[src/rtl/udp_decoder.sv]
// udp_decoder: strips the UDP header from a 32-bit word stream, forwards payload with byte enables, verifies checksum; optional listen-port filter via UDP_DEC_PORT_FILTER_EN
module udp_decoder #(
  parameter logic [15:0] MAX_LEN = 16'd65535
) (
  input  logic        clk,
  input  logic        reset,
  input  logic        start,
  input  logic [31:0] src_ip,
  input  logic [31:0] dest_ip,
  input  logic [31:0] data,
  input  logic        data_av,
`ifdef UDP_DEC_PORT_FILTER_EN
  input  logic [15:0] listen_port,
`endif
  output logic [15:0] src_port,
  output logic [15:0] dest_port,
  output logic [15:0] len_out,
  output logic [31:0] data_out,
  output logic [3:0]  byte_en,
  output logic        wr_en,
  output logic        last,
  output logic        fin,
  output logic        chksum_ok,
  output logic        err
);
  typedef enum logic [2:0] {IDLE, HDR_1, HDR_2, DATA, CHECK, FIN} state_t;
  state_t state_q, state_d;
  logic [15:0] src_port_q, src_port_d, dest_port_q, dest_port_d, len_out_q, len_out_d;
  logic [15:0] bytes_left_q, bytes_left_d;
  logic [31:0] acc_q, acc_d, data_out_q, data_out_d;
  logic [3:0]  byte_en_q, byte_en_d;
  logic wr_en_q, wr_en_d, last_q, last_d, fin_q, fin_d, chksum_ok_q, chksum_ok_d, err_q, err_d;
  logic drop_q, drop_d, rx_zero_q, rx_zero_d;
  logic [15:0] hdr_len, fold;
  logic        len_bad, port_miss;
  logic [3:0]  be;
  logic [31:0] word, acc_in, acc_next;
  logic [32:0] acc_sum;
  logic [34:0] ps;
  logic [17:0] f1;
  logic [16:0] f2;
  assign hdr_len  = data[31:16];
  assign len_bad  = hdr_len < 16'd8 || {1'b0, hdr_len} > {1'b0, MAX_LEN};
  assign be       = bytes_left_q >= 16'd4 ? 4'b1111 : bytes_left_q == 16'd3 ? 4'b1110 :
                    bytes_left_q == 16'd2 ? 4'b1100 : 4'b1000;
  assign word     = data & {{8{be[3]}}, {8{be[2]}}, {8{be[1]}}, {8{be[0]}}};
  assign acc_in   = state_q == DATA ? word : data;
  assign acc_sum  = {1'b0, acc_q} + {1'b0, acc_in};
  assign acc_next = acc_sum[31:0] + 32'(acc_sum[32]);
  // pseudo-header is folded in only at CHECK; len_out + 8 recovers the UDP length there
  assign ps   = 35'(acc_q) + 35'(src_ip) + 35'(dest_ip) + 35'({16'h0011, len_out_q + 16'd8});
  assign f1   = 18'(ps[15:0]) + 18'(ps[31:16]) + 18'(ps[34:32]);
  assign f2   = 17'(f1[15:0]) + 17'(f1[17:16]);
  assign fold = f2[15:0] + 16'(f2[16]);
`ifdef UDP_DEC_PORT_FILTER_EN
  assign port_miss = data[15:0] != listen_port;
`else
  assign port_miss = 1'b0;
`endif
  assign src_port  = src_port_q;
  assign dest_port = dest_port_q;
  assign len_out   = len_out_q;
  assign data_out  = data_out_q;
  assign byte_en   = byte_en_q;
  assign wr_en     = wr_en_q;
  assign last      = last_q;
  assign fin       = fin_q;
  assign chksum_ok = chksum_ok_q;
  assign err       = err_q;
  // state and datapath registers
  always_ff @(posedge clk or negedge reset) begin
    if (!reset) begin
      state_q      <= IDLE;
      src_port_q   <= '0;
      dest_port_q  <= '0;
      len_out_q    <= '0;
      bytes_left_q <= '0;
      acc_q        <= '0;
      data_out_q   <= '0;
      byte_en_q    <= '0;
      wr_en_q      <= 1'b0;
      last_q       <= 1'b0;
      fin_q        <= 1'b0;
      chksum_ok_q  <= 1'b0;
      err_q        <= 1'b0;
      drop_q       <= 1'b0;
      rx_zero_q    <= 1'b0;
    end else begin
      state_q      <= state_d;
      src_port_q   <= src_port_d;
      dest_port_q  <= dest_port_d;
      len_out_q    <= len_out_d;
      bytes_left_q <= bytes_left_d;
      acc_q        <= acc_d;
      data_out_q   <= data_out_d;
      byte_en_q    <= byte_en_d;
      wr_en_q      <= wr_en_d;
      last_q       <= last_d;
      fin_q        <= fin_d;
      chksum_ok_q  <= chksum_ok_d;
      err_q        <= err_d;
      drop_q       <= drop_d;
      rx_zero_q    <= rx_zero_d;
    end
  end
  // next-state logic
  always_comb begin
    state_d = state_q;
    case (state_q)
      IDLE:    if (start) state_d = HDR_1;
      HDR_1:   if (data_av) state_d = HDR_2;
      HDR_2:   if (data_av) state_d = len_bad ? FIN : hdr_len == 16'd8 ? CHECK : DATA;
      DATA:    if (data_av && bytes_left_q <= 16'd4) state_d = CHECK;
      CHECK:   state_d = FIN;
      FIN:     if (start) state_d = HDR_1;
      default: state_d = IDLE;
    endcase
  end
  // header latching, payload forwarding, checksum accumulation and status
  always_comb begin
    src_port_d   = src_port_q;
    dest_port_d  = dest_port_q;
    len_out_d    = len_out_q;
    bytes_left_d = bytes_left_q;
    acc_d        = acc_q;
    data_out_d   = data_out_q;
    byte_en_d    = byte_en_q;
    wr_en_d      = 1'b0;
    last_d       = 1'b0;
    fin_d        = fin_q;
    chksum_ok_d  = chksum_ok_q;
    err_d        = err_q;
    drop_d       = drop_q;
    rx_zero_d    = rx_zero_q;
    if ((state_q == IDLE || state_q == FIN) && start) begin
      acc_d       = '0;
      drop_d      = 1'b0;
      fin_d       = 1'b0;
      chksum_ok_d = 1'b0;
      err_d       = 1'b0;
    end
    if (state_q == HDR_1 && data_av) begin
      src_port_d  = data[31:16];
      dest_port_d = data[15:0];
      drop_d      = port_miss;
      acc_d       = acc_next;
    end
    if (state_q == HDR_2 && data_av) begin
      len_out_d    = hdr_len - 16'd8;
      bytes_left_d = hdr_len - 16'd8;
      rx_zero_d    = data[15:0] == 16'h0;
      acc_d        = acc_next;
      fin_d        = len_bad;
      err_d        = len_bad;
    end
    if (state_q == DATA && data_av) begin
      data_out_d   = word;
      byte_en_d    = be;
      wr_en_d      = !drop_q;
      last_d       = !drop_q && bytes_left_q <= 16'd4;
      bytes_left_d = bytes_left_q > 16'd4 ? bytes_left_q - 16'd4 : 16'd0;
      acc_d        = acc_next;
    end
    if (state_q == CHECK) begin
      fin_d       = 1'b1;
      err_d       = drop_q;
      chksum_ok_d = !drop_q && (fold == 16'hFFFF || rx_zero_q);
    end
  end
endmodule

[config.mk]
export PLATFORM = sky130hd
export DESIGN_NAME = udp_decoder
export DESIGN_NICKNAME = d
export VERILOG_FILES = /design/src/rtl/udp_decoder.sv
export SDC_FILE = /design/constraint.sdc
export NUM_CORES = 1
export LEC_CHECK = 0
export BUFFER_PORTS_ARGS = -buffer_cell sky130_fd_sc_hd__buf_2
export CAP_MARGIN = 5
export CELL_PAD_IN_SITES_DETAIL_PLACEMENT = 2
export CELL_PAD_IN_SITES_GLOBAL_PLACEMENT = 2
export CORE_UTILIZATION = 33
export CTS_CLUSTER_SIZE = 16
export DETAILED_ROUTE_END_ITERATION = 10
export PLACE_DENSITY_LB_ADDON = 0.1
export SLEW_MARGIN = 40
export SYNTH_ARGS = -nofsm -noshare
export SYNTH_HDL_FRONTEND = slang
export SYNTH_SLANG_ARGS = --single-unit
[constraint.sdc]
create_clock -name clk -period 8.95 [get_ports clk]
set_input_delay 0.4475 -clock clk [delete_from_list [all_inputs] [get_ports clk]]
set_output_delay 0.4475 -clock clk [all_outputs]
set_load 0.03 [all_outputs]
-- After elaboration in Yosys (flattened, before gate mapping)
Index checks and enable logic that the tools add are counted.
- register bits: 142
- input port bits: 100
- output and inout port bits: 89
- add/sub/neg operators: 12
- magnitude comparators: 4
- equal/unequal tests: 13
- multiplexer cells: 26
- bitwise operators: 1
- reduce and logical (&&, ||, !) cells: 19
- operators with widths (kind ; number):
    $mux 32 ; 5
    $add 32x32->33 ; 2
    $mux 16 ; 3
    $add 34x21->35 ; 1
    $add 33x32->34 ; 1
    $add 32x1->32 ; 1
    $and 32x32->32 ; 1
    $eq 16x2->1 const B ; 2
    $mux 3 ; 9
    $add 17x3->18 ; 1
    $add 16x16->17 ; 1
    $add 16x2->17 ; 1
    $add 16x1->16 ; 1
    $add 16x4->16 const B ; 1
    $eq 16x16->1 const B ; 1
    $eq 16x4->1 const B ; 1
    $ge 16x3->1 const B ; 1
    $gt 16x3->1 const B ; 1
    $le 16x3->1 const B ; 1
    $logic_not 16->1 ; 1
    $lt 16x4->1 const B ; 1
    $sub 16x3->16 const B ; 1
    $sub 16x4->16 const B ; 1
    $pmux 3 s5 ; 1
    other kinds (15) ; 35

-- Longest topological paths before layout
Gate-level depths: netlist of the first run.
- word-level depth: 11
- gate-level depth with buffers: 47

-- Worst setup path before layout of the first run
OpenSTA, ideal clock, no wires.
- kind: flip-flop to flip-flop
- start: register len_out_q[3] (netlist: len_out[3])
- end: register chksum_ok_q (netlist: chksum_ok)
- arrival time: 9.617 ns
- required time: 8.846 ns
- setup slack: -0.771 ns
- cell stages (with the launch flop): 47
- path buffers: 0
- cell sequence: dfrtp_1 > ha_1 > and3_1 > nand3_1 > xor2_1 > fa_1 > inv_1 > ha_1 > a21o_1 > a211oi_1 > nor2_1 > a21oi_1 > o31ai_1 > a221o_1 > a211o_1 > a211o_1 > a21oi_1 > o21ai_1 > (+11 left out) > a21o_1 > a21oi_1 > nor2b_1 > o21a_1 > fa_1 > nand3_1 > nor4_1 > nand3_1 > nor3_1 > ha_1 > ha_1 > and3b_1 > o21ai_0 > xor2_1 > nor4_1 > and3_1 > a31oi_1 > a221oi_1
- longest elaborated chain between the ends: 10
- RTL lines (element ; line ; source):
    from (decl) ; 28 ; logic [15:0] src_port_q, src_port_d, dest_port_q, dest_port_d, len_out_q, len_out_d;
    from (signal assigned) ; 92 ; len_out_q <= len_out_d;
    $add 16x4->16 * ; 51 ; assign ps = 35'(acc_q) + 35'(src_ip) + 35'(dest_ip) + 35'({16'h0011, len_out_q + 16'd8});
    $add 34x21->35 * ; 51 ;
    $add 16x16->17 ; 52 ; assign f1 = 18'(ps[15:0]) + 18'(ps[31:16]) + 18'(ps[34:32]);
    $add 17x3->18 * ; 52 ;
    $add 16x2->17 * ; 53 ; assign f2 = 17'(f1[15:0]) + 17'(f1[17:16]);
    $add 16x1->16 * ; 54 ; assign fold = f2[15:0] + 16'(f2[16]);
    $eq 16x16->1 * ; 167 ; chksum_ok_d = !drop_q && (fold == 16'hFFFF || rx_zero_q);
    $logic_or 1x1->1 * ; 167 ;
    $logic_and 1x1->1 * ; 167 ;
    $mux 1 * ; 164 ; if (state_q == CHECK) begin
    to (signal assigned) ; 100 ; chksum_ok_q <= chksum_ok_d;
    to (decl) ; 32 ; logic wr_en_q, wr_en_d, last_q, last_d, fin_q, fin_d, chksum_ok_q, chksum_ok_d, err_q, err_d;
Mark *: on every way between the ends. The rest lies on a longest branch, timed or not.
A chain may end at the register's enable or synchronous reset.

-- Worst setup path in the final report of the first run
- start: register len_out_q[2] (netlist: len_out[2])
- end: register chksum_ok_q (netlist: chksum_ok)
The elaborated chain is that of the path after synthesis.

==> metrics.md, run 1 <==
| Metric | Value |
|---|---|
| Vias in the first global route | approximately 14,000 |
| Routed WL | 56,100 um |
| FILL cells | 4,448 |
| Unique masters post-synth | 93 |
| Post-Layout Inst Area | about 17,000 um^2 |
| Most frequent cells in the layout | 187 x buf_2, 165 x nand2_1, 161 x buf_4, 131 x dfrtp_1, 124 x inv_1 |
| Root buf cell | clkbuf_16 |
| Clk Latency, worst-skew pair | ~0.45 ns |
| Clock Path Buffers | 2 |
| Worst-margin pin slew | about 0.83 ns |
| Clock skew | ~0.017 ns |
| Syn nets | 1,781 |
| Unrepaired setup endpoints after global routing | yes |
| Routed via count | between 10,000 and 15,000 |
| Cell row count | 73 |
| Storage cell area | 3540 um^2 |
| Worst EP arrival | approximately 10 ns |
| Global route overflow | 0 |
| Post-synthesis sequential area ratio | 26.6% |
| Reg clk slew, reported paths | ~0.07 ns |
| Tmin final | 9.61 ns |
| Starting DRT DRC Count | 481 |
| Max Clock Freq | between 100 and 150 MHz |
| Area Overhead vs Synth | 26.9% |
| Multi-input gate area | between 9000 and 10,000 um^2 |
| Initial core utilization | 33.4% |
| Critical Path Start Type | flop |
| CTS tree | built |
| YS warnings | 0 |
| DIE AREA | 41,000 um^2 |
| H-tree depth | 4 |
| Main flop type after synthesis | dfrtp_1 |
| Wire per inst | about 24 um |
| Min setup slack post-route | -0.663 ns |
| Final Cycle Share | 107% |
| Count of clock tree sinks | about 140 |
| Gpl congestion | roughly 0.87 |
| Register bit total from synthesis | about 140 |
| Failing checks | negative setup slack |
| Nets | about 2,100 |
| First-pass GRT wire length | between 80,000 and 90,000 um |
| Port bufs | around 190 |
| TritonCTS Buffers | 17 |
| Final setup fails | 1 |
| Initial antenna violation count | 0 |
| Crit Path Class | reg2reg |
| Vert. Die Dim | around 200 um |
| Final Util | 42.4% |
| Syn_area_per_cell | between 8 and 9 um^2 |
| Pin count of the biggest net entering global routing | 80 |
| Layout cells sized above 1 | 28.9% |
| GRT Total Usage | between 20% and 30% |
| Critical path required time | between 9 and 10 ns |
| Setup TNS | -0.663 ns |
| Slew Limit Fails | 0 |
| Slowest stage cell, crit path | fa_1 |
| HPWL after detailed placement | around 43,000 um |
| Min-delay worst type | in2async |
| Cell count after synthesis | 1,507 |
| Cell Area, Synth | 13,300 um^2 |
| EDFF count, synth | 0 |
| Pre-Repair DR Iteration Count | 5 |
| Ports | 189 |
| N_diodes | 0 |
| Chip Width | ~200 um |
| DRT antenna net count | 0 |
| Status | finished with violations |
| Ys async rst share | 100% |
| Most common cell after layout, fill and taps aside | buf_2 |
| CTS Hold Bufs | 0 |
| Placed Area | ~16,000 um^2 |
| Core ar. | 39,700 um^2 |
| Hold Vio Cnt, Final | 0 |
| Max_cap viols | 0 |
| DRC errors left | 0 |
| Crit-path max FO | 3 |
| Worst setup EP type | flop |
| Worst stage delay on the critical path | ~0.47 ns |
| Vias/cell | about 5.4 |
| Cell mode on critical path | a21o_1 |
| Slew HR | 43.8% |
==> synthesized netlist by cell type, types with 4 or more instances <==
cell type  instances  area, um^2
nand2_1          168         631
dfrtp_1          141        3530
inv_1            128         480
ha_1             121        1510
nor2_1            96         360
o21ai_0           81         405
a21oi_1           75         375
xnor2_1           71         622
fa_1              53        1060
xor2_1            50         438
a21o_1            42         315
nor3_1            42         210
nand3_1           34         170
mux2_2            32         360
clkbuf_1          30         113
a22o_1            28         245
nor2b_1           26         163
and2_1            21         131
and3_1            19         119
nor4_1            16         100
o21ai_1           15        75.1
a211oi_1          12        90.1
o21bai_1          12        90.1
a31oi_1           11        68.8
nand4_1           11        68.8
o21a_1             9        67.6
buf_2              8        40.0
nor3b_1            8        60.1
o211ai_1           7        52.6
or2_2              7        43.8
a211o_1            6        52.6
nand2b_1           6        37.5
o22ai_1            6        37.5
o31ai_1            5        37.5
buf_1              4        15.0
mux2i_1            4        40.0
nand3b_1           4        30.0
nor3_2             4        40.0
o311ai_0           4        35.0
or3_1              4        25.0
or4_1              4        30.0
==> layer usage <==
layer | wire, um | vias to the layer above | part of all wire (%) | GRT usage (%)
met1 | 25700 | 6601 | 46 | 35.5
met3 | 1230 | 76 | 2.2 | 2.50
met5 | 0 | - | 0 | 0
met2 | 27600 | 199 | 49 | 45.8
li1 | - | 5956 | - | -
met4 | 1630 | 0 | 2.9 | 8.32
==> layout make-up <==
type / instances / share of cell area (%)
multi-input cells: 1193 / 55.7
flip-flops and latches: 141 / 21.0
repair buffers: 352 / 13.1
well taps: 525 / 3.90
inverters: 128 / 2.88
clock buffers: 18 / 2.55
clock inverters: 14 / 0.824
==> flip-flops by register name (all words and copies together), names as in the netlist <==
name          cells
dest_port        16
byte_en           4
chksum_ok         1
bytes_left_q     16
len_out          16
wr_en             1
acc_q            32
fin               1
rx_zero_q         1
state_q           3
data_out         32
last              1
err               1
src_port         16
==> kinds of logic (layout without fill, tap and decap cells) <==
| kind of cell | count (synthesis) | count (layout) | share of synthesized area, % |
|---|---|---|---|
| simple gates | 500 | 500 | 19.2 |
| compound gates | 359 | 359 | 18.3 |
| fa+ha+maj | 175 | 175 | 19.5 |
| buf+inv | 173 | 512 | 5.14 |
| flops | 141 | 141 | 26.6 |
| xor+xnor | 123 | 123 | 8.23 |
| mux | 36 | 36 | 3.02 |
==> worst max-delay path: cells and delay by family, from the launching register on <==
kind,cells,cell delay (ns)
AO/OA/AOI/OAI,22,4.55
XOR/XNOR,2,0.26
buffers and inverters,2,0.25
AND/OR/NAND/NOR,9,1.19
adder cells (fa/ha/maj),9,2.83
flip-flops,1,0.42
==> stage by stage <==
step | setup WS [ns] | hold WS (ns) | std cells
4_1_cts | -0.208 | 0.0292 | 2356
3_3_place_gp | -0.426 | 0.448 | 2278
5_1_grt | -0.962 | 0.0508 | 2371
2_1_floorplan | 0.0111 | 0.152 | 1507
6_report | -0.663 | 0.00859 | 2371
3_5_place_dp | -0.855 | 0.460 | 2280
==> final timing paths <==
path / startpoint / end / slack, ns / depth (start not counted)
worst max-delay path: len_out[2] / chksum_ok / -0.66 / 44
worst min-delay path: reset / bytes_left_q[6] / 0.009 / 1
worst max register to register: len_out[2] / chksum_ok / -0.66 / 44
worst min register to register: byte_en[1] / byte_en[1] / 0.48 / 1
max in group asynchronous: reset / acc_q[7] / 7.76 / 2
min in group clk: data[8] / data_out[8] / 0.28 / 2
==> what timing repair did <==
item | CTS | global route
setup endpoints to repair | 1 | 1
pin swaps | 26 | 37
setup buffers | 44 | 15
resized for setup | 31 | 22
Power of run 1 is not shown: default switching activity piles up to over one toggle a cycle in this logic, so the estimate is an artifact.
==> inputs of run 2 (changes only) <==
RECOVER_POWER = 100   (was default)
==> run 2 against run 1 <==
Net effect:
- the run ends with max-capacitance violations, max-slew violations, negative setup slack left
- utilization shrank 0.52 points
- design area fell by 1.2%
- sequential share of layout area grew 0.25 points
- maximum frequency down 0.21%
- clock-buffer cell count stayed put
- global-route usage unchanged
- highest routed layer unchanged
- critical path depth unchanged
- flip-flop and latch count is the same
- setup slack lost 0.020 ns
- via count barely moved
==> metrics.md, run 2 (synthesis results as in run 1) <==
| Metric | Value |
|---|---|
| Worst reg2reg path depth | 44 (unchanged) |
| Count of clock tree sinks | 141 (unchanged) |
| Pin count of the biggest net entering global routing | 80 (unchanged) |
| Hold Crit Depth | 2 |
| Clk Latency, worst-skew pair | 0.45 ns (about the same) |
| R2r setup slk | -0.68 ns (-0.02 ns) |
| Slowest stage cell, crit path | fa_1 |
| Chip Width | 203 um (unchanged) |
| Max Clock Freq | 104 MHz (-0.21%) |
| Failing checks | max-capacitance violations, max-slew violations, negative setup slack |
| Cell mode on critical path | a21o_1 |
| Multi-input gate area | 9350 um^2 (-0.41%) |
| Vert. Die Dim | 203 um (unchanged) |
| CTS tree | built |
| Hold path endpoint | data_out[8] |
| Vias/cell | 5.41 (about the same) |
| Ports | 189 (unchanged) |
| DRC errors left | 0 (unchanged) |
| Slew Limit Fails | 186 (+186) |
| Reg clk slew, reported paths | 0.07 ns (about the same) |
| Starting DRT DRC Count | 474 (-1.5%) |
| Crit Path Class | reg2reg |
| Hold Vio Cnt, Final | 0 (unchanged) |
| Max_cap viols | 3 (+3) |
| Most frequent cells in the layout | 166 x nand2_1, 159 x buf_4, 132 x dfrtp_1, 124 x inv_1, 109 x ha_1 |
| Port bufs | 188 (unchanged) |
| RR Endpoint | chksum_ok |
| Status | finished with violations |
| Unrepaired setup endpoints after global routing | yes |
| Vias in the first global route | 14,100 (unchanged) |
| Storage cell area | 3540 um^2 (about the same) |
| Min setup slack post-route | -0.683 ns (-0.0200 ns) |
| Core ar. | 39,700 um^2 (unchanged) |
| Layout cells sized above 1 | 23.3% (-5.6 points) |
| Reg2reg start | len_out[2] |
| Crit-path max FO | 3 (unchanged) |
| Root buf cell | clkbuf_16 |
| Routed WL | 56,200 um (+0.14%) |
| Area Overhead vs Synth | 25.4% |
| Final Cycle Share | 108% (+0.22 points) |
| DRT antenna net count | 0 (unchanged) |
| Slew HR | -186% (-230 points) |
| CTS Hold Bufs | 0 (unchanged) |
| Worst EP arrival | 9.98 ns (+0.02 ns) |
| Clock Path Buffers | 2 (unchanged) |
| DIE AREA | 41,000 um^2 (unchanged) |
| Critical path required time | 9.30 ns (about the same) |
| Worst stage delay on the critical path | 0.47 ns (about the same) |
| Hold Path Origin | data[8] |
| GRT Total Usage | 26.8% (unchanged) |
| N_diodes | 0 (unchanged) |
| Nets | 2,107 (unchanged) |
| Worst setup EP type | flop |
| Min-delay worst type | in2reg |
| Pre-Repair DR Iteration Count | 5 (unchanged) |
| TritonCTS Buffers | 17 (unchanged) |
| Pre-CTS WS | -0.855 ns (unchanged) |
| Clock skew | 0.0173 ns (-0.000183 ns) |
| Global route overflow | 0 (unchanged) |
| Wire per inst | 23.7 um (+0.14%) |
| Tmin final | 9.63 ns (+0.0200 ns) |
| Most common cell after layout, fill and taps aside | nand2_1 |
| Final setup fails | 1 (unchanged) |
| H-tree depth | 4 (unchanged) |
| Cell row count | 73 (unchanged) |
| Worst-margin pin slew | 4.30 ns (+3.46 ns) |
| Critical Path Start Type | flop |
| Initial core utilization | 33.4% (unchanged) |
| HPWL after detailed placement | 43,200 um (unchanged) |
| Gpl congestion | 0.874 (unchanged) |
| First-pass GRT wire length | 84,300 um (unchanged) |
| Routed via count | 12,800 (+0.031%) |
| FILL cells | 4,522 (+1.7%) |
| Initial antenna violation count | 0 (unchanged) |
run 2: cell count changes in the layout (fill, tap and decap cells not counted), sizes merged:
cell	previous run	this run
buf	352	259
clkbuf	18	111
run 2: how the worst max path moves through the flow:
stage,startpoint,endpoint,slack (ns),cells past startpoint
CTS,len_out[6],chksum_ok,-0.21,47
global placement,src_ip[1],chksum_ok,-0.43,47
global route,len_out[6],chksum_ok,-0.96,47
finish,len_out[2],chksum_ok,-0.68,44
detailed placement,src_ip[1],chksum_ok,-0.85,47
floorplan,len_out[2],chksum_ok,0.01,44
run 2: final cells by class:
type / instances / share of cell area [%]
clock buffer: 18 / 2.58
timing repair buffer: 352 / 12.3
multi-input combinational: 1193 / 56.2
clock inverter: 14 / 0.834
sequential: 141 / 21.3
tap: 525 / 3.95
inverter: 128 / 2.92
run 2: metal layers:
layer  track usage, %  vias to the layer above  wire [um]
li1                 -                     5943          -
met1             35.5                     6584      25600
met4             8.32                        0       1630
met5                0                        -          0
met3             2.50                       77       1480
met2             45.8                      232      27500
run 2: repair_timing:
action	4_1_cts	5_1_grt
pin swaps	26	37
setup buffers	44	15
endpoints found under the setup margin	1	1
gates resized for setup	31	22
endpoints found under the hold margin	0	0
cloned	0	0
run 2: metrics by stage:
step                TNS, ns  hold WS (ns)  area (um^2)  util, %  instances
floorplan                 0         0.152        13400        -       1507
global placement     -0.426         0.448        15500     39.1       2278
detailed placement   -0.855         0.460        15600     39.3       2280
CTS                  -0.208        0.0292        16600     41.8       2356
global route          -1.73         0.283        16600     41.9       2371
finish               -0.683         0.279        16600     41.9       2371
run 2: worst max-delay path, delay by kind of cell, from the launching register on:
family / cells / cell delay (ns)
adders and majority gates: 9 / 2.85
AOI/OAI and AO/OA: 22 / 4.56
xor gates and xnor gates: 2 / 0.26
and+or+nand+nor: 9 / 1.20
DFF: 1 / 0.42
buffers and inverters: 2 / 0.25
Power of run 2 is left out for the same reason.
